[src/rtl/clk_div_ctrl_if.sv]
// Ratio-request handshake between configuration logic and clk_div_ctrl.
// The master offers a divide ratio and the slave signals when it can take one.
interface clk_div_ctrl_if #(
  parameter int CNT_W = 8
);
  logic             cfg_valid;
  logic [CNT_W-1:0] cfg_div;
  logic             cfg_ready;

  modport master (output cfg_valid, output cfg_div, input  cfg_ready);
  modport slave  (input  cfg_valid, input  cfg_div, output cfg_ready);
endinterface

[src/rtl/clk_div_ctrl.sv]
// Single-clock programmable divider: emits a tick strobe and a square wave every N cycles,
// switching to a newly requested ratio only at a period boundary.
module clk_div_ctrl #(
  parameter int CNT_W = 8
) (
  input  logic             clk,
  input  logic             rst_n,
  input  logic             ena,
  clk_div_ctrl_if.slave    cfg,
  output logic             tick,
  output logic             div_out,
  output logic             active,
  output logic [CNT_W-1:0] cur_div
);

  typedef enum logic [1:0] {IDLE, RUN, PEND} state_t;

  localparam logic [CNT_W-1:0] ONE   = CNT_W'(1);
  localparam logic [CNT_W:0]   ONE_X = (CNT_W + 1)'(1);

  state_t           r_state, w_state_nxt;
  logic [CNT_W-1:0] r_cnt, w_cnt_nxt;
  logic [CNT_W-1:0] r_cur_div, w_cur_nxt;
  logic [CNT_W-1:0] r_pend_div, w_pend_nxt;
  logic [CNT_W-1:0] w_cnt_adv;
  logic [CNT_W:0]   w_half;
  logic             w_last;
  logic             w_accept;

  // Extra bit on the half-period add keeps N = 2^CNT_W-1 from wrapping to zero.
  assign w_last    = (r_cnt == r_cur_div - ONE);
  assign w_half    = ({1'b0, r_cur_div} + ONE_X) >> 1;
  assign w_cnt_adv = w_last ? '0 : r_cnt + ONE;

  assign cfg.cfg_ready = ena && (r_state != PEND);
  assign w_accept      = cfg.cfg_valid && cfg.cfg_ready;

  assign active  = (r_state != IDLE);
  assign tick    = active && w_last && ena;
  assign div_out = active && ({1'b0, r_cnt} < w_half);
  assign cur_div = r_cur_div;

  always_comb begin
    // NOTE: every next-state signal gets a hold default first so no path infers a latch.
    w_state_nxt = r_state;
    w_cnt_nxt   = r_cnt;
    w_cur_nxt   = r_cur_div;
    w_pend_nxt  = r_pend_div;
    if (ena) begin
      case (r_state)
        IDLE: begin
          if (w_accept && (cfg.cfg_div != '0)) begin
            w_cur_nxt   = cfg.cfg_div;
            w_cnt_nxt   = '0;
            w_state_nxt = RUN;
          end
        end
        RUN: begin
          w_cnt_nxt = w_cnt_adv;
          // A request taken on the tick cycle waits for the following boundary.
          if (w_accept) begin
            w_pend_nxt  = cfg.cfg_div;
            w_state_nxt = PEND;
          end
        end
        PEND: begin
          w_cnt_nxt = w_cnt_adv;
          if (w_last) begin
            w_cur_nxt   = r_pend_div;
            w_state_nxt = (r_pend_div != '0) ? RUN : IDLE;
          end
        end
        default: w_state_nxt = IDLE;
      endcase
    end
  end

  // NOTE: sequential state uses non-blocking assignments so all registers update together.
  always_ff @(posedge clk or negedge rst_n) begin
    if (!rst_n) begin
      r_state    <= IDLE;
      r_cnt      <= '0;
      r_cur_div  <= '0;
      r_pend_div <= '0;
    end else begin
      r_state    <= w_state_nxt;
      r_cnt      <= w_cnt_nxt;
      r_cur_div  <= w_cur_nxt;
      r_pend_div <= w_pend_nxt;
    end
  end

endmodule

[src/flat_wrapper.sv]
// flat-port wrapper written by rule: the top's interface ports become plain ports
module clk_div_ctrl_flat 
#(
  parameter int CNT_W = 8
)
  (clk, rst_n, ena, tick, div_out, active, cur_div, cfg_cfg_valid, cfg_cfg_div, cfg_cfg_ready);
  clk_div_ctrl_if #(.CNT_W(CNT_W)) cfg_i ();
  input  logic clk;
  input  logic rst_n;
  input  logic ena;
  output logic tick;
  output logic div_out;
  output logic active;
  output logic [CNT_W-1:0] cur_div;
  input wire logic [$bits(cfg_i.cfg_valid)-1:0] cfg_cfg_valid;
  input wire logic [$bits(cfg_i.cfg_div)-1:0] cfg_cfg_div;
  output wire logic [$bits(cfg_i.cfg_ready)-1:0] cfg_cfg_ready;
  assign cfg_i.cfg_valid = cfg_cfg_valid;
  assign cfg_i.cfg_div = cfg_cfg_div;
  assign cfg_cfg_ready = cfg_i.cfg_ready;
  clk_div_ctrl #(.CNT_W(CNT_W)) u_core (.clk(clk), .rst_n(rst_n), .ena(ena), .cfg(cfg_i), .tick(tick), .div_out(div_out), .active(active), .cur_div(cur_div));
endmodule
[config.mk]
export PLATFORM = sky130hd
export DESIGN_NAME = clk_div_ctrl_flat
export DESIGN_NICKNAME = d
export VERILOG_FILES = /design/src/rtl/clk_div_ctrl_if.sv /design/src/rtl/clk_div_ctrl.sv /design/src/flat_wrapper.sv
export SDC_FILE = /design/constraint.sdc
export NUM_CORES = 1
export LEC_CHECK = 0
export CELL_PAD_IN_SITES_DETAIL_PLACEMENT = 0
export CELL_PAD_IN_SITES_GLOBAL_PLACEMENT = 1
export CORE_UTILIZATION = 35
export DETAILED_ROUTE_END_ITERATION = 10
export GPL_ROUTABILITY_DRIVEN = 0
export PLACE_DENSITY = 0.75
export REMOVE_ABC_BUFFERS = 1
export SETUP_SLACK_MARGIN = 0.5
export SYNTH_ARGS = -nofsm -noshare
export SYNTH_HDL_FRONTEND = slang
export SYNTH_SLANG_ARGS = --single-unit
[constraint.sdc]
create_clock -name clk -period 3 [get_ports clk]
set_clock_uncertainty 0.15 [all_clocks]
set_input_delay 0.45 -clock clk [delete_from_list [all_inputs] [get_ports clk]]
set_output_delay 0.45 -clock clk [all_outputs]
set_load 0.02 [all_outputs]
==> reports/qor.csv, run 1 <==
stage,metric,value,unit
sta,slew_headroom,68.8,%
die,die_w,76.9,um
die,start_util,37.3,%
finish,drive_gt1_share,28.7,%
sta,worst_pin_slew,0.463,ns
synth,ys.warnings.count,0,
cts,clk_latency,0.28,ns
die,pin_count,24,
job,drv_cap,0,
place,dp.final_hpwl,3730,um
worst_hold_path,hold_path_class,primary input to async pin,
setup_path,path_class,flop to output pin,
pwr,ir_worst_vdd,0.000511,V
sta,rsz0062_at_grt,true,
synth,async_flop_share,100,%
finish,final_util,49.5,%
synth,synth_edf_count,0,
route,totalWireLength,5130,um
cts,cts_tree,done,
cts,cts_sinks,26,
global_route,grt_pass1_wl,8420,um
route,ant_nets,0,
global_route,grt_max_degree,27,
global_route,antenna_found_initial,0,
synth,postSynthCellCount,212,
global_route,grt_pass1_vias,1630,
place,dp.cells,313,
sta,drv_slew,0,
sta,fmax,357,MHz
synth,synth_common_cells,"dfrtp_1 (26), ha_1 (14), nor2_1 (14)",
setup_path,reg2reg_slack,0.29,ns
synth,syn_area_per_cell,9.27,um^2
setup_path,required,2.40,ns
route,drt_pass1_iterations,4,
synth,yosysUniqueCellTypes,42,
setup_path,start_kind,flop,
pwr,p_leak,1.12,nW
synth,yosysSeqAreaShare,33.1,%
die,num_rows,26,
synth,synth_area,1960,um^2
run_status,status,finished clean,
sta,fin_crit,2.80,ns
synth,ys_top_cells_by_area,"dfrtp_1 (33%), ha_1 (8.9%), xnor2_1 (5.8%)",
cts,cts_made_buffers,3,
sta,period_share,93.4,%
synth,yosysMostFrequentCell,dfrtp_1,
setup_path,worstPathArrival,2.20,ns
finish,nets,278,
cts,clk_pin_slew,0.10,ns
cts,clk_path_buf_depth,2,
route,via_per_inst,5.35,
setup_path,cp-end-kind,output pin,
route,drc_errors,0,
sta,hold_viol_final,0,
place,placed_area,2370,um^2
finish,fin_cells,321,
die,die-area,5920,um^2
finish,n_antenna_cell,0,
cts,htree_levels,1,
cts,cts-root-buf,clkbuf_8,
route,dr_total_vias,1718,
setup_path,worstPathMaxFanout,4,
synth,synth_top_area_cell,dfrtp_1,
pwr,finalPower,2.82,mW
synth,synth_top_area_share,33.1,%
finish,design_area,2610,um^2
synth,synth_ff_type,dfrtp_1,
pwr,p_per_area,1080,nW/um^2
synth,ys_seq_elements,26,
die,die_h,76.9,um
die,core_region_area,5270,um^2
place,io_buffers,23,
route,first_iter_violations,102,
global_route,grt_overflow,0,
route,wire_per_inst,16.0,um
finish,syn_to_final_growth,32.7,%
sta,final-setup-viol-count,0,
global_route,grt_usage,18.3,%
==> worst paths after layout <==
| path | startpoint | endpoint | cells past startpoint |
|---|---|---|---|
| min in group clk | u_core.r_pend_div[3]$_DFFE_PN0P_ | u_core.r_pend_div[3]$_DFFE_PN0P_ | 1 |
| min reg2reg | u_core.r_pend_div[3]$_DFFE_PN0P_ | u_core.r_pend_div[3]$_DFFE_PN0P_ | 1 |
| max reg2reg | u_core.cur_div[0]$_DFFE_PN0P_ | u_core.r_state[0]$_DFFE_PN0P_ | 11 |
| max in group asynchronous | rst_n | u_core.cur_div[2]$_DFFE_PN0P_ | 2 |
| min | rst_n | u_core.r_cnt[2]$_DFFE_PN0P_ | 2 |
| max | u_core.cur_div[0]$_DFFE_PN0P_ | div_out | 10 |
==> cell families after synthesis <==
logic type	count (synthesis)	synth area share [%]
flip-flops	26	33.1
adder cells (fa/ha/maj)	14	8.92
XOR/XNOR	17	7.58
multiplexers	9	5.16
buffers and inverters	26	6.37
AND/OR/NAND/NOR	75	21.5
AO/OA/AOI/OAI	45	17.4
==> through the flow <==
stage          hold WS, ns  setup slack [ns]  TNS (ns)
2_1_floorplan      0.00441           0.00529         0
3_3_place_gp         0.364           -0.0319   -0.0593
3_5_place_dp         0.375           -0.0806    -0.114
4_1_cts              0.396             0.204         0
5_1_grt              0.415            0.0413         0
6_report             0.376             0.198         0
==> power breakdown <==
group	switching, mW	internal [mW]
sequential	0.202	0.494
combinational	0.931	0.895
clock	0.122	0.179
==> timing repair <==
action	4_1_cts	5_1_grt
hold buffers	0	0
endpoints found under the setup margin	14	21
pin swaps	10	0
gates resized for setup	27	14
setup buffers	1	2
gates cloned	1	0
==> registers in the layout, summed over array words and instances (netlist names) <==
register,flops
u_core.cur_div,8
u_core.r_pend_div,8
u_core.r_cnt,8
u_core.r_state,2
==> area by class of cell <==
type                    count  area [um^2]
inverters                  12         45.0
well taps                  70         87.6
flip-flops and latches     26          652
clock inverters             1         30.0
repair buffers             48          427
fillers                   534         2660
multi-input cells         161         1320
clock buffers               3         41.3
==> metal layers <==
metal / vias to the layer above / GRT usage (%) / routed length (um) / share of wire, %
li1: 851 / - / - / -
met1: 841 / 26.6 / 2610 / 51
met2: 22 / 28.4 / 2390 / 47
met3: 4 / 2.14 / 80 / 1.6
met4: 0 / 4.62 / 51 / 0.99
met5: - / 0 / 0 / 0
==> critical path, cell delays in order (launching register included) <==
cell	delay (ns)
dfrtp_1	0.43
ha_2	0.21
xnor2_2	0.13
ha_1	0.27
a21o_1	0.11
a21o_1	0.12
a21oi_2	0.05
nor2b_1	0.10
o21ai_1	0.08
a211o_1	0.30
buf_6	0.13
==> cell usage in the layout, fill, tap and decap left out, types with 5 or more instances in the layout <==
| cell | synthesis | routed |
|---|---|---|
| buf_4 | 0 | 24 |
| xnor2_1 | 13 | 11 |
| nor2_1 | 14 | 12 |
| nand2_1 | 11 | 10 |
| ha_1 | 14 | 11 |
| clkdlybuf4s50_1 | 0 | 20 |
| o221a_2 | 8 | 8 |
| dfrtp_1 | 26 | 25 |
| mux2_2 | 9 | 9 |
| nand3_1 | 12 | 11 |
| a21oi_1 | 8 | 6 |
| o21ai_0 | 8 | 5 |
| inv_1 | 12 | 12 |
| nand2b_1 | 10 | 10 |
Note: power is estimated with default switching activity, not from simulation.
==> inputs of run 2 (changes only) <==
Settings changed: REMOVE_ABC_BUFFERS 1 to unset.
==> reports/qor.csv, run 2 (synthesis gave the netlist of run 1 again) <==
stage,metric,value,unit
run_status,status,finished clean,
cts,clk_path_buf_depth,2,
setup_path,path_class,flop to output pin,
global_route,grt_pass1_wl,8270,um
cts,clk_latency,0.28,ns
die,core_region_area,5270,um^2
global_route,grt_max_degree,27,
pwr,p_leak,1.15,nW
route,dr_total_vias,1774,
route,ant_nets,0,
sta,fin_crit,2.85,ns
pwr,finalPower,2.95,mW
setup_path,cp-end-kind,output pin,
sta,worst_pin_slew,0.486,ns
route,via_per_inst,5.49,
finish,fillCellCount,492,
synth,syn-num-nets,238,
finish,final_util,52.0,%
setup_path,r2r_end,u_core.r_state[0]$_DFFE_PN0P_,
die,pin_count,24,
setup_path,crit_top_cell,buf_6,
finish,layout_commonest_cell,dfrtp_1,
cts,clk_pin_slew,0.10,ns
setup_path,reg2reg_depth,12,
sta,drv_slew,0,
die,die_w,76.9,um
die,num_rows,26,
route,drt_pass1_iterations,4,
global_route,grt_usage,17.6,%
cts,cts_made_buffers,3,
global_route,grt_pass1_vias,1663,
worst_hold_path,hold_path_class,primary input to async pin,
finish,n_antenna_cell,0,
route,first_iter_violations,70,
pwr,seqPwrFrac,24.4,%
setup_path,required,2.40,ns
sta,slew_headroom,67.3,%
die,die-area,5920,um^2
sta,setup_ws,0.146,ns
setup_path,cp_slowest_stage_delay,0.40,ns
pwr,pwr-share-comb,67.4,%
setup_path,start_kind,flop,
pwr,p_int,1.62,mW
finish,fin_cells,323,
setup_path,reg2reg_slack,0.28,ns
pwr,power_switching_share,45.1,%
setup_path,cp_cell_sequence,buf_6 > inv_2 > ha_4 > xor2_1 > o211ai_1 > or3_4 > a211oi_4 > nand2_2 > nor2_4 > buf_6,
pwr,pwr-share-clk,8.2,%
sta,tns,0,ns
cts,cts_tree,done,
finish,syn_to_final_growth,39.6,%
pwr,switching_power,1.33,mW
global_route,antenna_found_initial,0,
place,io_buffers,23,
route,wire_per_inst,16.3,um
setup_path,crit_slowest_cell,dfrtp_2,
cts,cts-root-buf,clkbuf_8,
sta,fmax,350,MHz
sta,hold_viol_final,0,
route,totalWireLength,5250,um
route,drc_errors,0,
pwr,ir_worst_vdd,0.000465,V
cts,htree_levels,1,
die,die_h,76.9,um
place,pre_cts_ws,-0.0343,ns
pwr,p_per_area,1080,nW/um^2
setup_path,worstPathArrival,2.25,ns
finish,nets,280,
setup_path,worstPathMaxFanout,4,
job,drv_cap,0,
finish,drive_gt1_share,34.0,%
sta,period_share,95.1,%
cts,cts_sinks,26,
setup_path,r2r_start,u_core.cur_div[0]$_DFFE_PN0P_,
die,start_util,37.3,%
sta,final-setup-viol-count,0,
sta,rsz0062_at_grt,true,
place,dp.final_hpwl,3670,um
finish,layout_common_cells,"dfrtp_1 (23), clkdlybuf4s50_1 (20), buf_4 (20)",
place,dp.cells,309,
global_route,grt_overflow,0,
run 2: cell count changes in the layout (fill, tap and decap cells not counted), moves of 2 or more:
cell,delta
o221a_4,+6
a211oi_1,-2
buf_6,+7
a211oi_2,+2
inv_2,+2
dfrtp_2,+2
nor3_1,-2
dfrtp_1,-2
inv_1,-2
o221a_2,-6
o21ai_1,+2
buf_4,-4
run 2: layout make-up:
class,count,area [um^2],area share (%)
multi-input cells,160,1420,51.9
flip-flops and latches,26,654,23.9
repair buffers,51,475,17.3
well taps,70,87.6,3.19
clock buffers,4,55.1,2.01
inverters,12,45.0,1.64
run 2: how the worst max path moves through the flow:
stage / slack [ns] / endpoint / from / cells after the start
2_1_floorplan: 0.35 / tick / u_core.cur_div[0]$_DFFE_PN0P_ / 10
3_3_place_gp: -0.03 / div_out / u_core.cur_div[2]$_DFFE_PN0P_ / 7
3_5_place_dp: -0.03 / div_out / u_core.cur_div[1]$_DFFE_PN0P_ / 10
4_1_cts: 0.14 / div_out / u_core.cur_div[1]$_DFFE_PN0P_ / 8
5_1_grt: 0.05 / tick / u_core.cur_div[0]$_DFFE_PN0P_ / 10
6_report: 0.15 / tick / u_core.cur_div[0]$_DFFE_PN0P_ / 10
run 2: per-layer routing:
| metal | GRT usage (%) | up-vias | routed length [um] |
|---|---|---|---|
| li1 | - | 858 | - |
| met1 | 23.8 | 880 | 2420 |
| met2 | 29.0 | 28 | 2570 |
| met3 | 2.62 | 8 | 122 |
| met4 | 4.81 | 0 | 136 |
| met5 | 0 | - | 0 |
run 2: power groups by stage:
stage / Sequential (mW) / Clock (mW) / Combinational (mW)
detailed placement: 0.697 / 0 / 1.65
global route: 0.742 / 0.257 / 2.18
global placement: 0.699 / 0 / 1.64
finish: 0.721 / 0.242 / 1.99
floorplan: 0.684 / 0 / 1.13
CTS: 0.688 / 0.246 / 1.67
run 2: per-stage QoR:
stage / hold WS (ns) / cell area (um^2)
CTS: 0.392 / 2460
global route: 0.407 / 2740
finish: 0.389 / 2740
detailed placement: 0.369 / 2370
global placement: 0.365 / 2370
floorplan: 0.00441 / 2000
run 2: worst max-delay path: cells and delay by family, from the launching register on:
kind                       cells  cell delay (ns)
xor gates and xnor gates       1             0.16
buffers and inverters          3             0.27
and+or+nand+nor                3             0.56
adders and majority gates      1             0.26
DFF                            1             0.40
AOI/OAI and AO/OA              2             0.31
run 2: timing repair:
item,4_1_cts,5_1_grt
resized for setup,16,44
hold buffers,0,0
pin swaps,0,13
gates cloned,0,0
setup endpoints to repair,16,22
setup buffers,3,7
